--- config.mk ---
export PLATFORM = sky130hd
export DESIGN_NAME = mult_fu
export DESIGN_NICKNAME = d
export VERILOG_FILES = /design/src/rtl/rv32i_types.sv /design/src/rtl/mult_fu.sv
export SDC_FILE = /design/constraint.sdc
export NUM_CORES = 1
export LEC_CHECK = 0
export CORE_MARGIN = 2
export CORE_UTILIZATION = 27
export CTS_BUF_LIST = sky130_fd_sc_hd__clkbuf_4
export DETAILED_ROUTE_END_ITERATION = 6
export PLACE_DENSITY = 0.39
export SYNTH_ARGS = -nofsm -noshare
export SYNTH_HDL_FRONTEND = slang
export SYNTH_SLANG_ARGS = --single-unit
--- constraint.sdc ---
create_clock -name clk -period 26.2 [get_ports clk]
set_input_delay 7.86 -clock clk [delete_from_list [all_inputs] [get_ports clk]]
set_output_delay 7.86 -clock clk [all_outputs]
set_load 0.02 [all_outputs]
--- src/rtl/rv32i_types.sv ---
`default_nettype none
// ============================================================================
// Package  : rv32i_types
// Purpose  : Shared types for the issue/execute path: physical register and
//            ROB tags, issue payload, multiply funct3 encodings and the
//            multiply unit state encoding.
// Revision : 1.0 - initial release
// ============================================================================
package rv32i_types;

    localparam int PHYS_REG_W = 6;
    localparam int ROB_IDX_W  = 4;

    typedef logic [PHYS_REG_W-1:0] phys_reg;
    typedef logic [ROB_IDX_W-1:0]  rob_idx_t;

    // M-extension multiply flavours; unlisted encodings behave as MUL
    typedef enum logic [2:0] {
        MULT_MUL    = 3'b000,
        MULT_MULH   = 3'b001,
        MULT_MULHSU = 3'b010,
        MULT_MULHU  = 3'b011
    } mult_funct3_t;

    // Issue payload delivered to a functional unit
    typedef struct packed {
        logic [31:0] rs1_v;
        logic [31:0] rs2_v;
        logic [2:0]  funct3;
        phys_reg     pd;
        rob_idx_t    rob_idx;
    } issue_fu_data_t;

    typedef enum logic [1:0] {
        ST_IDLE  = 2'd0,
        ST_CALC  = 2'd1,
        ST_FIXUP = 2'd2,
        ST_DONE  = 2'd3
    } mult_fu_state_t;

endpackage : rv32i_types
`default_nettype wire

--- src/rtl/mult_fu.sv ---
`default_nettype none
// ============================================================================
// Module   : mult_fu
// Purpose  : Iterative 32x32 multiplier for the RV32M MUL/MULH/MULHSU/MULHU
//            ops. Works on operand magnitudes, retires BITS_PER_CYCLE
//            multiplier bits per cycle into a 64b accumulator, then applies
//            the result sign and selects the requested half for the CDB.
// Revision : 1.0 - initial release
// ============================================================================
module mult_fu
    import rv32i_types::*;
#(
    parameter int BITS_PER_CYCLE = 2   // 1, 2, 4 or 8
) (
    input  logic           clk,
    input  logic           rst,
    input  logic           start,
    input  issue_fu_data_t input_data,
    input  logic           flush,
    output logic           busy,
    output logic           cdb_valid,
    input  logic           cdb_ready,
    output logic [31:0]    cdb_value,
    output phys_reg        cdb_pd,
    output rob_idx_t       cdb_rob_idx
);

    localparam int K     = 32 / BITS_PER_CYCLE;
    localparam int CNT_W = $clog2(K) + 1;

    mult_fu_state_t    state_q;
    logic [CNT_W-1:0]  cnt_q;
    logic [63:0]       mcand_q;     // multiplicand magnitude, pre-shifted to the current bit weight
    logic [31:0]       mplier_q;    // multiplier magnitude, consumed from the LSB end
    logic [63:0]       acc_q;       // unsigned magnitude product
    logic              neg_q;       // final product must be negated
    logic [2:0]        funct3_q;

    logic              signed_a;
    logic              signed_b;
    logic              neg_a;
    logic              neg_b;
    logic [31:0]       mag_a;
    logic [31:0]       mag_b;
    logic [63:0]       step_sum;
    logic [63:0]       product;
    logic [31:0]       result;
    logic              last_calc;

    // Operand sign handling; the magnitude of 0x80000000 is 2^31, which
    // fits in 32 unsigned bits so no widening is needed.
    always_comb begin
        signed_a = (input_data.funct3 != MULT_MULHU);
        signed_b = (input_data.funct3 != MULT_MULHU) && (input_data.funct3 != MULT_MULHSU);
        neg_a    = signed_a & input_data.rs1_v[31];
        neg_b    = signed_b & input_data.rs2_v[31];
        mag_a    = neg_a ? (~input_data.rs1_v + 32'd1) : input_data.rs1_v;
        mag_b    = neg_b ? (~input_data.rs2_v + 32'd1) : input_data.rs2_v;
    end

    // Sum of the BITS_PER_CYCLE partial products retired this iteration
    always_comb begin
        step_sum = '0;
        for (int j = 0; j < BITS_PER_CYCLE; j++) begin
            if (mplier_q[j]) begin
                step_sum = step_sum + (mcand_q << j);
            end
        end
    end

    // Sign fix-up and half selection
    always_comb begin
        product = neg_q ? (~acc_q + 64'd1) : acc_q;
        case (funct3_q)
            MULT_MULH, MULT_MULHSU, MULT_MULHU: result = product[63:32];
            default:                           result = product[31:0];
        endcase
    end

    assign last_calc = (cnt_q == CNT_W'(K - 1));
    assign busy      = (state_q != ST_IDLE);
    assign cdb_valid = (state_q == ST_DONE);

    // Control FSM and datapath registers; flush kills any op and wins over
    // start and cdb_ready in the same cycle.
    always_ff @(posedge clk or posedge rst) begin
        if (rst) begin
            state_q     <= ST_IDLE;
            cnt_q       <= '0;
            mcand_q     <= '0;
            mplier_q    <= '0;
            acc_q       <= '0;
            neg_q       <= 1'b0;
            funct3_q    <= '0;
            cdb_value   <= '0;
            cdb_pd      <= '0;
            cdb_rob_idx <= '0;
        end else if (flush) begin
            state_q <= ST_IDLE;
        end else begin
            case (state_q)
                ST_IDLE: begin
                    if (start) begin
                        mcand_q     <= {32'd0, mag_a};
                        mplier_q    <= mag_b;
                        neg_q       <= neg_a ^ neg_b;
                        funct3_q    <= input_data.funct3;
                        cdb_pd      <= input_data.pd;
                        cdb_rob_idx <= input_data.rob_idx;
                        acc_q       <= '0;
                        cnt_q       <= '0;
                        state_q     <= ST_CALC;
                    end
                end
                ST_CALC: begin
                    acc_q    <= acc_q + step_sum;
                    mcand_q  <= mcand_q << BITS_PER_CYCLE;
                    mplier_q <= mplier_q >> BITS_PER_CYCLE;
                    cnt_q    <= cnt_q + CNT_W'(1);
                    if (last_calc) begin
                        state_q <= ST_FIXUP;
                    end
                end
                ST_FIXUP: begin
                    cdb_value <= result;
                    state_q   <= ST_DONE;
                end
                ST_DONE: begin
                    if (cdb_ready) begin
                        state_q <= ST_IDLE;
                    end
                end
                default: state_q <= ST_IDLE;
            endcase
        end
    end

endmodule : mult_fu
`default_nettype wire
## After elaboration in Yosys (flattened, before gate mapping)

Index checks and enable logic that the tools add are counted.

| word-level totals | value |
|---|---|
| flip-flop bits (word level) | 213 |
| input port bits | 82 |
| output and inout bits | 44 |
| logic and storage cells | 64 |

| operators by class | value |
|---|---|
| add/subtract/negate cells | 6 |
| equality and inequality tests | 13 |
| muxes and demuxes | 19 |
| bitwise logic cells | 7 |
| reductions and logical operators | 9 |

Operator list:

| kind | number |
|---|---|
| $mux W64 | 5 |
| $pmux W64 S2 | 2 |
| $add A64 B64 Y64 | 2 |
| $mux W32 | 4 |
| $add A32 B1 Y32 const B | 2 |
| $add A64 B1 Y64 const B | 1 |
| $not A32 Y32 | 2 |
| $not A64 Y64 | 1 |
| $pmux W32 S2 | 1 |
| $pmux W5 S2 | 1 |
| $ne A3 B2 Y1 const B | 3 |
| $reduce_and A3 Y1 | 3 |
| $mux W2 | 4 |
| $pmux W2 S4 | 1 |
| $eq A3 B2 Y1 const B | 2 |
| $ne A3 B3 Y1 const B | 2 |
| $add A5 B1 Y5 const B | 1 |
| $eq A5 B4 Y1 const B | 1 |
| $mux W5 | 1 |
| $eq A2 B2 Y1 const B | 2 |
| $reduce_bool A2 Y1 | 2 |
| $eq A3 B1 Y1 const B | 1 |
| $reduce_or A3 Y1 | 1 |
| $and A1 B1 Y1 | 2 |
| other kinds (7) | 7 |

## Logic depth before layout (Yosys ltp)

| depth | value |
|---|---|
| word-level depth | 6 |
| depth in mapped cells | 34 |
| depth with buffers taken out | 28 |

## Least setup slack after synthesis

Ideal clock, no wire load.

| timing | value |
|---|---|
| kind | input -> register |
| start | input input_data[56] (netlist bit) |
| end | register mcand_q[26] |
| setup time | 0.124 ns |
| arrival | 10.272 ns |
| required time | 26.076 ns |
| slack | 15.804 ns |
| cell stages on the path | 10 |
| buffers on the path | 0 |
| cells stage by stage | or4_1 nor4_1 or4b_1 nor2_1 and2_1 nand2_1 o41ai_1 xnor2_1 a22oi_1 nand2_1 |

| on the way | value |
|---|---|
| word-level cells in the longest chain between the ends | 5 |

RTL lines:

| what | RTL line | RTL |
|---|---|---|
| start, declared | mult_fu.sv:18 | `input issue_fu_data_t input_data,` |
| $not A32 Y32 | mult_fu.sv:57 | `mag_a = neg_a ? (~input_data.rs1_v + 32'd1) : input_data.rs1_v;` |
| $add A32 B1 Y32 | mult_fu.sv:57 |  |
| $mux W32 | mult_fu.sv:57 |  |
| $mux W64 | mult_fu.sv:103 | `if (start) begin` |
| $pmux W64 S2 | mult_fu.sv:101 | `case (state_q)` |
| end signal, assigned | mult_fu.sv:104 | `mcand_q <= {32'd0, mag_a};` |
| end signal, assigned | mult_fu.sv:117 | `mcand_q <= mcand_q << BITS_PER_CYCLE;` |
| end, declared | mult_fu.sv:33 | `logic [63:0] mcand_q;` |

No other way between the ends. The select of a mux whose other input is x is not followed.
A chain may end at the register's enable or synchronous reset.

## Final worst setup path

| timing | value |
|---|---|
| start | input input_data[56] (netlist bit) |
| end | register mcand_q[29] |

Same word-level chain as after synthesis.

==> flow_results.org <==
** Power and ir drop
- Peak supply drop :: 0.05363 mV
- Net Sw Frac :: 0.5193
- Internal power contribution :: 0.001144 W
- In this run the power spent charging and discharging nets is 0.001235 W.
- The share of total power dissipated in the clock network is 0.145.
- Of the total power, registers draw 0.267.
- The share of total power dissipated in combinational logic is 0.588.
- Overall power consumption after layout is estimated at 0.002379 W.
- LEAKAGE :: 10.30 nW
- Power per unit of standard cell area :: 102.5 nW/um^2

** Global routing
- Maximum number of pins on one net before global-route repair :: 125
- Number of global-route vias before repair :: 19,510
- Wire length of the first global-routing pass :: 113,800 microns
- After global routing the overflow that remains totals 0.
- GRT Overall Usage :: 0.1840
- Initial antenna violation count :: 5

** Critical path
- Critical path fanouts, max :: 5
- Maximum single-stage delay on the critical path :: 0.64 ns
- Worst path bufs/invs :: 1
- The signal on the critical path passes through clkdlybuf4s50_1 -> or4_1 -> nor4_1 -> or4b_1 -> nor2_1 -> and3_1 -> and2_1 -> a21oi_1 -> xnor2_1 -> nor2_1 -> a21oi_1 -> o21ai_0.
- The worst setup path is captured at a flip-flop.
- Critical path's top delay family :: simple AND/OR/NAND/NOR gates
- Required @ worst endpoint :: 26.82 ns
- STA classifies the critical path startpoint as a primary input.
- Setup slack, reg-to-reg :: 18.80 ns
- The slowest stage of the critical path is the or4_1 cell.
- The worst setup path is of the primary input to flip-flop kind.
- For the worst setup path, the data arrival time is 11.14 ns.

** Yosys
- Counting flops and latches in the post-synthesis netlist gives 213.
- Proportion of netlist area held by the largest area contributor :: 0.2613
- Total number of yosys warnings :: 0
- After synthesis, the share of flip-flops with an asynchronous set or reset is 1.000.
- Number of synthesized flops with an enable pin :: 0
- Counting distinct cell types in the post-synthesis netlist gives 85.
- Ys flop type :: dfrtp_1
- Synthesis produced a netlist whose cell count is 2,673.
- Most frequent cells after synthesis :: 399 x nand2_1, 249 x o21ai_0, 231 x a21oi_1, 213 x dfrtp_1, 165 x clkbuf_1
- The most common cell in the synthesized netlist is nand2_1.
- Avg Cell Area, Syn :: 7.631 sq um
- Top post-synthesis cells by area :: dfrtp_1 26%, nand2_1 7.3%, ha_1 6.9%
- Synthesis produced a netlist with a net count of 2,869.
- Area of the mapped netlist :: 20,400 sq um
- Fraction of the yosys area taken by sequential cells :: 0.2613
- The biggest area contributor in the post-synthesis netlist is dfrtp_1.

** STA
- Number of max-slew violations in the final report :: 0
- On the final layout, the worst hold slack is 0.4679 ns.
- Final-report hold violation count :: 0
- Setup violations remaining at the end of the flow were counted as 0.
- After layout, the minimum clock period comes to 10.52 ns.
- Worst slew slack as a fraction of its limit :: 0.1514
- Timing would allow up to 95.06 MHz.
- Accumulated negative setup slack :: 0 ns
- For the final database, setup skew stands at 0.05249 ns.
- RSZ-0062 raised after global routing :: false
- Post-route fraction of the period consumed by the critical path :: 0.4015
- For the pin with the worst max-slew slack, the measured transition is 1.272 ns.

** Place
- Buffers added on ports :: 125
- The congestion estimate from routability-driven global placement came to 0.8629.
- The wire-length estimate of the detail-placed layout is 53,610 microns.

** Clocking
- Post-CTS Setup Repair Bufs :: 0
- CTS clk-pin slew, worst paths :: 0.06 ns
- Total of cells resized after clock tree synthesis :: 0
- Clock tree synthesis selected as its root buffer the cell clkbuf_4.
- TritonCTS built the clock tree.
- Number of H-tree levels :: 3
- Buffer levels on the longest clock path :: 3
- Clock latency on the worst-skew pair :: 0.81 ns
- The clock net in this run drives a total of 213 sinks.
- In this run, CTS created clock tree buffers numbering 72.
- Count of hold-fix buffers inserted at cts :: 0

** Worst hold path
- Hold crit path type :: flip-flop to flip-flop

** Route
- In this run the top signal layer used is met5.
- Met2 routed WL :: 30,880 microns
- Total via count in the routed design :: 19,670
- The detail route stage leaves a number of antenna-violating nets equal to 0.
- In the final routed layout, each cell accounts on average for 19.26 microns.
- The detailed router finished its first iteration with 1,297 violations.
- Pre-antenna DRT Iters :: 5
- Wires add up to 71,740 microns.
- After detailed routing, the wire length on met1 is 35,770 microns.
- In the detailed route, the total length drawn on met3 is 3411 microns.
- Using the TritonRoute via totals, the vias-per-cell ratio works out to 5.282.
- For this run, design rule violations remaining after detail routing come to 0.

** Floorplan
- Site Rows :: 100
- For this configuration, the core starts out at a cell density of 0.2735.
- The core region is 74,570 sq um.
- In this run the horizontal extent of the chip is 278.9 microns.
- Pin placement for this block handled 126 I/O pins.
- The die covers 77,760 sq um.
- In this run the vertical extent of the chip is 278.9 microns.

** Layout
- Final layout net count :: 2,901
- Of the cells placed in the final design, the portion with a size suffix greater than 1 is 0.07519.
- Synth-to-layout area growth :: 13.73%
- Final Core Density :: 0.3111
- Fillers :: 8,102

** Job
- The tool flagged a number of max-cap violations equal to 0.

** Status
- The flow ran to the end, and the final reports show no timing, DRC or antenna violations.
[power by group through the flow]
stage          Combinational (W)  Sequential [W]  Clock (W)
2_1_floorplan            0.00105        0.000535          0
3_3_place_gp             0.00140        0.000636          0
3_5_place_dp             0.00141        0.000639          0
4_1_cts                  0.00141        0.000633   0.000366
5_1_grt                  0.00156        0.000661   0.000383
6_report                 0.00140        0.000635   0.000346
[worst reg2reg max path, cell delays in order, from the launching register on]
cell,delay (ns)
dfrtp_4,0.53
buf_4,0.53
buf_4,0.64
a32oi_1,0.23
a2111oi_0,0.73
o21bai_1,0.26
a21oi_1,0.44
inv_1,0.08
o21ai_0,0.31
xor2_1,0.17
nand2_1,0.08
xor2_1,0.29
ha_1,0.34
nand2_1,0.09
o21ai_0,0.21
a31o_2,0.32
o21ai_0,0.59
o21ai_0,0.42
a41oi_1,0.50
o21ai_0,0.19
xnor2_1,0.22
o21ai_0,0.10
[final timing paths]
check | depth (start not counted) | endpoint | startpoint
min reg2reg | 2 | cdb_value[13]$_DFFE_PP0P_ | cdb_value[13]$_DFFE_PP0P_
max | 12 | mcand_q[29]$_DFFE_PP0P_ | input_data[56]
max reg2reg | 21 | acc_q[60]$_DFFE_PP0P_ | mplier_q[0]$_DFFE_PP0P_
max in group asynchronous | 3 | mplier_q[0]$_DFFE_PP0P_ | rst
min | 2 | cdb_value[13]$_DFFE_PP0P_ | cdb_value[13]$_DFFE_PP0P_
min in group asynchronous | 2 | cdb_value[3]$_DFFE_PP0P_ | rst
[per-layer routing]
metal	global-route usage	up-vias
met4	0.05418	6
met1	0.2648	9365
met3	0.02853	102
met5	0	-
li1	-	9740
met2	0.2822	459
[placed cells by master, fill, tap and decap left out, types with 38 or more instances in the layout]
cell type,instances
xor2_1,139
clkdlybuf4s50_1,125
ha_1,111
nor2_1,135
a21o_1,76
mux2_2,38
nand2_1,399
xnor2_1,120
a21oi_1,231
dfrtp_1,210
o22ai_1,46
clkbuf_4,99
and2_1,45
nand3_1,69
inv_1,75
o21ai_0,249
[sequential cells by signal, summed over array words and instances, names as in the netlist]
| name | flops |
|---|---|
| acc_q | 64 |
| mcand_q | 64 |
| cdb_value | 32 |
| mplier_q | 32 |
| cdb_pd | 6 |
| cnt_q | 5 |
| cdb_rob_idx | 4 |
| funct3_q | 3 |
| state_q | 2 |
| neg_q | 1 |
[through the flow]
stage / instance area (sq um) / setup slack, ns / cells
global route: 23200 / 15.49 / 3724
CTS: 23190 / 15.69 / 3722
detailed placement: 22350 / 14.91 / 3600
floorplan: 20400 / 12.52 / 2673
finish: 23200 / 15.68 / 3724
global placement: 22350 / 14.99 / 3600
[kinds of logic (layout without fill, tap and decap cells)]
logic type | after synthesis | in the layout | synth area share
buffers and inverters | 261 | 341 | 0.04840
multiplexers | 53 | 53 | 0.02834
flip-flops | 213 | 213 | 0.2613
other | 0 | 2 | 0
AO/OA/AOI/OAI | 888 | 888 | 0.2730
AND/OR/NAND/NOR | 884 | 884 | 0.2066
XOR/XNOR | 259 | 259 | 0.1112
adder cells (fa/ha/maj) | 115 | 115 | 0.07115
[area by class of cell]
class / instances / area (sq um) / area share
flip-flops and latches: 213 / 5336 / 0.2300
repair buffers: 142 / 1391 / 0.05997
clock inverters: 23 / 100.1 / 0.004315
multi-input cells: 2199 / 14110 / 0.6084
inverters: 77 / 296.5 / 0.01278
clock buffers: 99 / 743.2 / 0.03204
well taps: 969 / 1212 / 0.05226
diodes: 2 / 5.005 / 0.0002157
Power figures use the tool's default switching activity.
